### src/rtl/mem_access_sequencer.sv
// Load/store front-end for the two-block data memory: splits the address into bank and word,
// drives the {bank, write} block-enable code and returns load data over a held handshake.
module mem_access_sequencer #(
    parameter int unsigned ADDR_WIDTH   = 12,
    parameter int unsigned DATA_WIDTH   = 32,
    parameter int unsigned READ_LATENCY = 1
) (
    input  logic                  clk,
    input  logic                  rst_n,
    input  logic                  req_valid,
    output logic                  req_ready,
    input  logic                  req_write,
    input  logic [ADDR_WIDTH-1:0] req_addr,
    input  logic [DATA_WIDTH-1:0] req_wdata,
    output logic                  resp_valid,
    input  logic                  resp_ready,
    output logic [DATA_WIDTH-1:0] resp_rdata,
    output logic [1:0]            memoryena,
    output logic [ADDR_WIDTH-2:0] mem_addr,
    output logic [DATA_WIDTH-1:0] mem_din,
    input  logic [DATA_WIDTH-1:0] block1_dout,
    input  logic [DATA_WIDTH-1:0] block2_dout,
    output logic                  busy
);

    if (READ_LATENCY < 1 || READ_LATENCY > 4) begin : g_bad_latency
        $error("mem_access_sequencer: READ_LATENCY must be in 1..4");
    end

    typedef enum logic [1:0] {StIdle, StWrite, StRead, StResp} state_e;

    state_e                state_q, state_d;
    logic [1:0]            ena_q, ena_d;
    logic [ADDR_WIDTH-2:0] addr_q, addr_d;
    logic [DATA_WIDTH-1:0] din_q, din_d;
    logic [2:0]            cnt_q, cnt_d;
    logic                  rvalid_q, rvalid_d;
    logic [DATA_WIDTH-1:0] rdata_q, rdata_d;

    always_comb begin
        state_d  = state_q;
        ena_d    = ena_q;
        addr_d   = addr_q;
        din_d    = din_q;
        cnt_d    = cnt_q;
        rvalid_d = rvalid_q;
        rdata_d  = rdata_q;
        case (state_q)
            StIdle: begin
                ena_d = 2'b00;
                if (req_valid) begin
                    addr_d = req_addr[ADDR_WIDTH-2:0];
                    if (req_write) begin
                        din_d   = req_wdata;
                        ena_d   = {req_addr[ADDR_WIDTH-1], 1'b1};
                        state_d = StWrite;
                    end else begin
                        ena_d   = {req_addr[ADDR_WIDTH-1], 1'b0};
                        cnt_d   = 3'(READ_LATENCY);
                        state_d = StRead;
                    end
                end
            end
            StWrite: begin
                ena_d   = 2'b00;
                state_d = StIdle;
            end
            StRead: begin
                // ena_q[1] still carries the latched bank while the read is outstanding
                if (cnt_q == 3'd0) begin
                    rdata_d  = ena_q[1] ? block2_dout : block1_dout;
                    rvalid_d = 1'b1;
                    ena_d    = 2'b00;
                    state_d  = StResp;
                end else begin
                    cnt_d = cnt_q - 3'd1;
                end
            end
            StResp: begin
                if (resp_ready) begin
                    rvalid_d = 1'b0;
                    state_d  = StIdle;
                end
            end
            default: state_d = StIdle;
        endcase
    end

    always_ff @(posedge clk) begin
        if (!rst_n) begin
            state_q  <= StIdle;
            ena_q    <= 2'b00;
            addr_q   <= '0;
            din_q    <= '0;
            cnt_q    <= 3'd0;
            rvalid_q <= 1'b0;
            rdata_q  <= '0;
        end else begin
            state_q  <= state_d;
            ena_q    <= ena_d;
            addr_q   <= addr_d;
            din_q    <= din_d;
            cnt_q    <= cnt_d;
            rvalid_q <= rvalid_d;
            rdata_q  <= rdata_d;
        end
    end

    assign req_ready  = (state_q == StIdle) && rst_n;
    assign busy       = (state_q != StIdle);
    assign memoryena  = ena_q;
    assign mem_addr   = addr_q;
    assign mem_din    = din_q;
    assign resp_valid = rvalid_q;
    assign resp_rdata = rdata_q;

endmodule

### config.mk
export PLATFORM = sky130hd
export DESIGN_NAME = mem_access_sequencer
export DESIGN_NICKNAME = d
export VERILOG_FILES = /design/src/rtl/mem_access_sequencer.sv
export SDC_FILE = /design/constraint.sdc
export NUM_CORES = 1
export LEC_CHECK = 0
export ABC_AREA = 1
export CAP_MARGIN = 20
export CORE_MARGIN = 2
export CORE_UTILIZATION = 39
export CTS_CLUSTER_SIZE = 12
export DETAILED_ROUTE_END_ITERATION = 6
export PLACE_DENSITY = 0.78
export SYNTH_ARGS = -nofsm -noshare
export SYNTH_HDL_FRONTEND = slang
export SYNTH_SLANG_ARGS = --single-unit
### constraint.sdc
create_clock -name clk -period 2.7 [get_ports clk]
set_input_delay 0.54 -clock clk [delete_from_list [all_inputs] [get_ports clk]]
set_output_delay 0.54 -clock clk [all_outputs]
set_load 0.02 [all_outputs]
Word-level counts from Yosys, hierarchy flattened
Index checks and enable logic that the tools add are counted.
Widths: inputs -> output; s select.
{ "word_totals": {"ff_bits": 83, "input_bits": 113, "out_inout_bits": 80, "elab_cells": 47} }
{ "classes": {"add_sub_neg": 1, "n_eq_ne": 8, "muxes": 17, "reduce_logical": 14} }
{ "op_table": {"columns": ["cell", "count"], "rows": [
  ["$mux 32", 1],
  ["$mux 2", 6],
  ["$ne 2x2->1 const B", 5],
  ["$mux 3", 3],
  ["$reduce_and 3->1", 3],
  ["$pmux 2 s4", 1],
  ["$pmux 2 s3", 1],
  ["$pmux 3 s2", 1],
  ["$reduce_and 2->1", 3],
  ["$reduce_bool 2->1", 3],
  ["$eq 2x2->1 const B", 2],
  ["$reduce_and 4->1", 1],
  ["$logic_not 3->1", 1],
  ["$mux 1", 3],
  ["$reduce_bool 3->1", 1],
  ["$sub 3x1->3 const B", 1],
  ["$eq 2x1->1 const B", 1],
  ["$logic_not 2->1", 1],
  ["$pmux 1 s2", 1],
  ["$logic_and 1x1->1", 1]
]} }

Logic depth before layout (Yosys ltp)
Gate-level depths: netlist of run 1.
{ "logic_depth": {"ltp_word": 3, "mapped_depth": 10, "depth_no_buf": 10} }

Least setup slack after synthesis of run 1
OpenSTA, ideal clock, no wires.
{ "synth_path": {"kind": "in2out", "start": "input port rst_n", "end": "output port req_ready", "t_arrival_ns": 1.151, "t_required_ns": 2.160, "setup_slack_ns": 1.009, "stages": 4, "path_cell_list": "buf_2 -> clkbuf_1 -> nand2_1 -> inv_1"} }
{ "synth_via": {"elab_chain_len": 1} }
{ "synth_rtl": {"columns": ["element", "line", "source"], "rows": [
  ["start, declared", "9", "input logic rst_n,"],
  ["$logic_and 1x1->1", "109", "assign req_ready = (state_q == StIdle) && rst_n;"],
  ["end, declared", "11", "output logic req_ready,"]
]} }
No other way between the ends.

Worst setup path after layout of run 1
{ "layout_path": {"start": "register state_q[0]", "end": "output port req_ready"} }
{ "layout_via": {"elab_chain_len": 2} }
{ "layout_rtl": {"columns": ["element", "line", "source"], "rows": [
  ["start, declared", "32", "state_e state_q, state_d;"],
  ["start signal, assigned", "91", "state_q <= StIdle;"],
  ["start signal, assigned", "99", "state_q <= state_d;"],
  ["$logic_not 2->1", "109", null],
  ["$logic_and 1x1->1", "109", null]
]} }
No other way between the ends.

==> results of run 1 <==
how the worst min path moves through the flow:
stage | start | to | slack (ns) | cells after the start
after CTS | mem_din[24]$_SDFFE_PN0P_ | mem_din[24]$_SDFFE_PN0P_ | 0.47 | 2
final | mem_din[21]$_SDFFE_PN0P_ | mem_din[21]$_SDFFE_PN0P_ | 0.46 | 2
after detailed placement | mem_din[24]$_SDFFE_PN0P_ | mem_din[24]$_SDFFE_PN0P_ | 0.45 | 2
after global routing | mem_din[15]$_SDFFE_PN0P_ | mem_din[15]$_SDFFE_PN0P_ | 0.48 | 2
after floorplan | cnt_q[1]$_SDFFE_PN0P_ | cnt_q[1]$_SDFFE_PN0P_ | 0.45 | 2
after global placement | mem_din[1]$_SDFFE_PN0P_ | mem_din[1]$_SDFFE_PN0P_ | 0.45 | 2
cell usage in the layout (no fill, tap or decap), types with 7 or more instances in the layout:
cell type	count
clkdlybuf4s50_1	191
nand2_1	121
dfxtp_1	83
nand3_1	49
a21oi_1	36
nor2_1	35
inv_1	27
inv_2	23
nand3_2	20
o211ai_2	20
o21ai_0	14
o211ai_1	12
clkbuf_8	10
ha_1	7
stage by stage:
stage | hold WS, ns | setup slack (ns) | instance area, um2
floorplan | 0.452 | 1.01 | 3830
global placement | 0.447 | 0.473 | 5740
detailed placement | 0.453 | 0.393 | 5740
CTS | 0.466 | 0.347 | 5950
global route | 0.484 | 0.223 | 5950
finish | 0.465 | 0.359 | 5950
area by class of cell:
class	instances	area (um2)
inverter	50	188
tap	133	166
fill	862	3690
clock buffer	10	138
multi-input combinational	320	1750
sequential	83	1660
clock inverter	6	71.3
timing repair buffer	198	1970
registers in the layout, indices dropped and copies added (netlist names):
register	count
mem_addr	11
state_q	2
resp_rdata	32
cnt_q	3
mem_din	32
resp_valid	1
memoryena	2
per-layer routing:
layer | GRT usage [%] | wire length (um) | vias to the layer above
li1 | - | - | 1935
met1 | 22.9 | 4300 | 1761
met2 | 34.5 | 5400 | 140
met3 | 4.81 | 829 | 8
met4 | 6.88 | 114 | 0
met5 | 0 | 0 | -
critical path, cell delays in order, from the launching register on:
cell and delay, ns:
dfxtp_1 0.33, inv_1 0.14, ha_1 0.25, nand2_1 0.07, inv_1 0.05, clkdlybuf4s50_1 0.62
kinds of logic (layout without fill, tap and decap cells):
logic type	count (synthesis)	after routing
adders and majority gates	7	7
and+or+nand+nor	230	230
AOI/OAI and AO/OA	83	83
buffers and inverters	85	264
DFF	83	83
power breakdown:
group          internal [mW]  switching [mW]
registers               1.53           0.177
clock network          0.463           0.469
logic                   1.05            1.39
==> qor.yml, run 1 <==
worst_setup_path:
  cp-endpoint: "req_ready"
  endpoint_kind: "primary output"
  worstReg2RegEnd: "mem_din[5]$_SDFFE_PN0P_"
  reg2reg_slack_ns: 0.81
  reg2reg_depth: 7
  cp-startpoint: "state_q[0]$_SDFFE_PN0P_"
  cp.arrival_ns: 1.80
  worstSetupPathType: "flip-flop to primary output"
  crit_path_max_fanout: 4
  r2r-start: "state_q[0]$_SDFFE_PN0P_"
  cp_data_required_time_ns: 2.16
  startpoint_type: "flip-flop"
synth:
  yosysWarnings: 0
  ys_top_cells_by_area: "dfxtp_1 (43%), nand2_1 (12%), o211ai_2 (6.5%), nand3_1 (6.4%), nand3_2 (5.2%)"
  synth.top_cells.by_count: "nand2_1 (121), dfxtp_1 (83), nand3_1 (49)"
  synth_top_family_by_area: "simple AND/OR/NAND/NOR gates"
  syn_area_um2: 3830
  synth_edf_count: 0
  synth.distinct_cells: 21
  post-synth-top-count-cell: "nand2_1"
  synth_top_area_cell: "dfxtp_1"
  synthFlopType: "dfxtp_1"
  avgSynthCellArea_um2: 7.84
  ys_seq_area_share_pct: 43.4
  synthAdderAreaFrac_pct: 2.29
  synth-compound-area-share_pct: 15.6
  syn_nets: 608
  yosys.area_share.simple_pct: 27.8
  synthArstFlopShare_pct: 0
  synthCells: 488
  ys_ff_latch: 83
  synthMuxAreaShare_pct: 0
  synth-xor-area-share_pct: 0
  yosys.area.top_type_share_pct: 43.4
die:
  row_count: 36
  initial_core_util_pct: 39.7
  die_h_um: 103
  die_area_um2: 10600
  core_area_um2: 9640
  io_pins: 193
  die_x_um: 103
clock_tree:
  cts_resized: 0
  clockRootBuffer: "clkbuf_8"
  numClockSinks: 83
  htree_levels: 3
  cts_buffers: 9
  cts.clk_slew.worst_paths_ns: 0.08
  clk_path_buf_depth: 2
  clk_latency_ns: 0.35
  cts_setup_buffers: 0
  postCtsHoldBufs: 0
  cts_tree: "done"
sta:
  report.final.slew_viol_count: 0
  hold_viol_final: 0
  slew_headroom_pct: 59.7
  finalSetupViolations: 0
  rsz0062_at_grt: "false"
  period_needed_ns: 2.34
  fin_tns_setup_ns: 0
  fin_crit_sh_pct: 86.7
  fmax_mhz: 427
  skew_ns: 0.0152
  tightest_slew_ns: 0.604
pwr:
  p_total_mw: 5.08
  ir_drop_mv: 0.500
  p_per_area_nw_per_um2: 855
  total_leakage_power_nw: 2.40
drt:
  drt_wl_total_um: 10600
  drtPass1Iterations: 4
  drtIter0Drc: 136
  ant_nets: 0
  drc: 0
  route.vias.total: 3844
  vias_per_cell: 4.81
  avgRoutedWirePerCell_um: 13.3
placed_design:
  port_buffers: 192
  place_hpwl_um: 7800
  gp_congestion: 0.917
  dpl.cell_count: 784
global_route:
  grt_pass1_vias: 3660
  overflow: 0
  antenna_found_initial: 0
  grt_max_degree: 66
  grt_pass1_wl_um: 16600
  gr-usage-all-layers_pct: 19.5
final_layout:
  drive_gt1_share_pct: 13.6
  fin_util_pct: 61.7
  synthToLayoutAreaGrowth_pct: 55.4
  fin_cells: 800
  nNetsFinal: 782
  diodes: 0
status:
  outcome: "finished clean"
hold_path:
  min_path_type: "flip-flop to flip-flop"
flow_run:
  maxCapViolCount: 0
Power figures use the tool's default switching activity.
==> run 2: changes to the inputs <==
--- a/config.mk
+++ b/config.mk
@@ -11,7 +11,7 @@
 export CORE_UTILIZATION = 39
 export CTS_CLUSTER_SIZE = 12
 export DETAILED_ROUTE_END_ITERATION = 6
-export PLACE_DENSITY = 0.78
+export PLACE_DENSITY = 0.86
 export SYNTH_ARGS = -nofsm -noshare
 export SYNTH_HDL_FRONTEND = slang
 export SYNTH_SLANG_ARGS = --single-unit
==> qor.yml, run 2 (synthesis gave the netlist of run 1 again) <==
sta:
  finalSetupViolations: 0
  fin_tns_setup_ns: 0
  rsz0062_at_grt: "false"
  fmax_mhz: 426
  report.final.slew_viol_count: 0
  slew_headroom_pct: 58.9
  hold_ws_ns: 0.467
  tightest_slew_ns: 0.616
  skew_ns: 0.0115
  period_needed_ns: 2.35
  fin_crit_sh_pct: 86.9
  hold_viol_final: 0
final_layout:
  nNetsFinal: 784
  fin_cells: 803
  seq_area_um2: 1660
  finalInstanceArea_um2: 5980
  final_common_cell: "clkdlybuf4s50_1"
  num-fill-cells: 833
  multiInputGateArea_um2: 1750
  synthToLayoutAreaGrowth_pct: 56.2
  drive_gt1_share_pct: 13.9
  final_cell_mix: "clkdlybuf4s50_1 (191), nand2_1 (121), dfxtp_1 (83)"
worst_setup_path:
  cp-endpoint: "req_ready"
  reg2reg_depth: 8
  cp.arrival_ns: 1.81
  startpoint_type: "flip-flop"
  cp_data_required_time_ns: 2.16
  reg2reg_slack_ns: 0.78
  crit_path_max_fanout: 4
  worstSetupPathType: "flip-flop to primary output"
  endpoint_kind: "primary output"
  worstReg2RegEnd: "resp_rdata[1]$_SDFFE_PN0P_"
  cp-startpoint: "state_q[0]$_SDFFE_PN0P_"
  r2r-start: "state_q[0]$_SDFFE_PN0P_"
global_route:
  overflow: 0
  grt_pass1_vias: 3803
  grt_max_degree: 52
  antenna_found_initial: 1
  grt_pass1_wl_um: 16600
  gr-usage-all-layers_pct: 19.6
status:
  outcome: "finished clean"
clock_tree:
  cts.clk_slew.worst_paths_ns: 0.08
  htree_levels: 3
  cts_setup_buffers: 0
  clk_latency_ns: 0.34
  cts_resized: 0
  postCtsHoldBufs: 0
  numClockSinks: 83
  cts_tree: "done"
  cts_buffers: 9
  clockRootBuffer: "clkbuf_8"
  clk_path_buf_depth: 2
placed_design:
  dpl.cell_count: 786
  place_hpwl_um: 8070
  place_area_um2: 5750
  port_buffers: 192
  gp_congestion: 0.924
drt:
  avgRoutedWirePerCell_um: 13.4
  drtIter0Drc: 173
  ant_nets: 0
  vias_per_cell: 4.85
  drc: 0
  wl_met3_um: 770
  route.vias.total: 3895
  drtPass1Iterations: 4
  wl_met2_um: 5500
  drt_wl_total_um: 10700
  wl_met1_um: 4140
  highest_layer: "met4"
pwr:
  total_leakage_power_nw: 2.42
  p_per_area_nw_per_um2: 862
  ir_drop_mv: 0.519
  p_total_mw: 5.15
die:
  row_count: 36
  die_h_um: 103
  initial_core_util_pct: 39.7
  die_area_um2: 10600
  core_area_um2: 9640
  die_x_um: 103
  io_pins: 193
flow_run:
  maxCapViolCount: 0
hold_path:
  hold_path_depth: 2
  min_path_type: "flip-flop to flip-flop"
-- run 2: changes by cell type in the layout (fill, tap and decap cells not counted) --
cell,change
bufinv_16,+1
clkbuf_8,-1
clkinvlp_4,-1
clkinv_4,+1
clkinv_2,+1
buf_4,+2
inv_6,-1
diode_2,+1
-- run 2: how the worst min path moves through the flow --
stage,from,end,slack (ns)
after floorplan,cnt_q[1]$_SDFFE_PN0P_,cnt_q[1]$_SDFFE_PN0P_,0.45
after global placement,mem_din[4]$_SDFFE_PN0P_,mem_din[4]$_SDFFE_PN0P_,0.45
after detailed placement,mem_din[21]$_SDFFE_PN0P_,mem_din[21]$_SDFFE_PN0P_,0.46
after CTS,mem_din[21]$_SDFFE_PN0P_,mem_din[21]$_SDFFE_PN0P_,0.47
after global routing,mem_din[25]$_SDFFE_PN0P_,mem_din[25]$_SDFFE_PN0P_,0.50
final,mem_din[21]$_SDFFE_PN0P_,mem_din[21]$_SDFFE_PN0P_,0.47
-- run 2: worst max-delay path, stage by stage (launching register included) --
cell and delay, ns:
dfxtp_1 0.33, inv_1 0.13, ha_1 0.24, nand2_1 0.07, inv_1 0.05, clkdlybuf4s50_1 0.64
-- run 2: area by class of cell --
class | count | area share, %
Clock inverter | 7 | 1.65
Timing Repair Buffer | 200 | 33.3
Sequential cell | 83 | 27.8
Multi-Input combinational cell | 320 | 29.2
Clock buffer | 9 | 2.07
Tap cell | 133 | 2.78
Antenna cell | 1 | 0.0419
Inverter | 50 | 3.14
-- run 2: layer usage --
| layer | up-vias | track usage, % |
|---|---|---|
| met5 | - | 0 |
| met4 | 0 | 9.72 |
| met3 | 26 | 5.49 |
| met2 | 139 | 35.5 |
| met1 | 1792 | 20.6 |
| li1 | 1938 | - |
-- run 2: where the power goes --
part / switching, mW / internal (mW)
Clock: 0.460 / 0.528
Sequential: 0.181 / 1.53
Combinational: 1.40 / 1.06
-- run 2: metrics by stage --
stage | setup WS, ns | utilization [%]
floorplan | 1.01 | -
global placement | 0.472 | 59.7
detailed placement | 0.398 | 59.7
CTS | 0.336 | 62.0
global route | 0.250 | 62.0
finish | 0.353 | 62.0
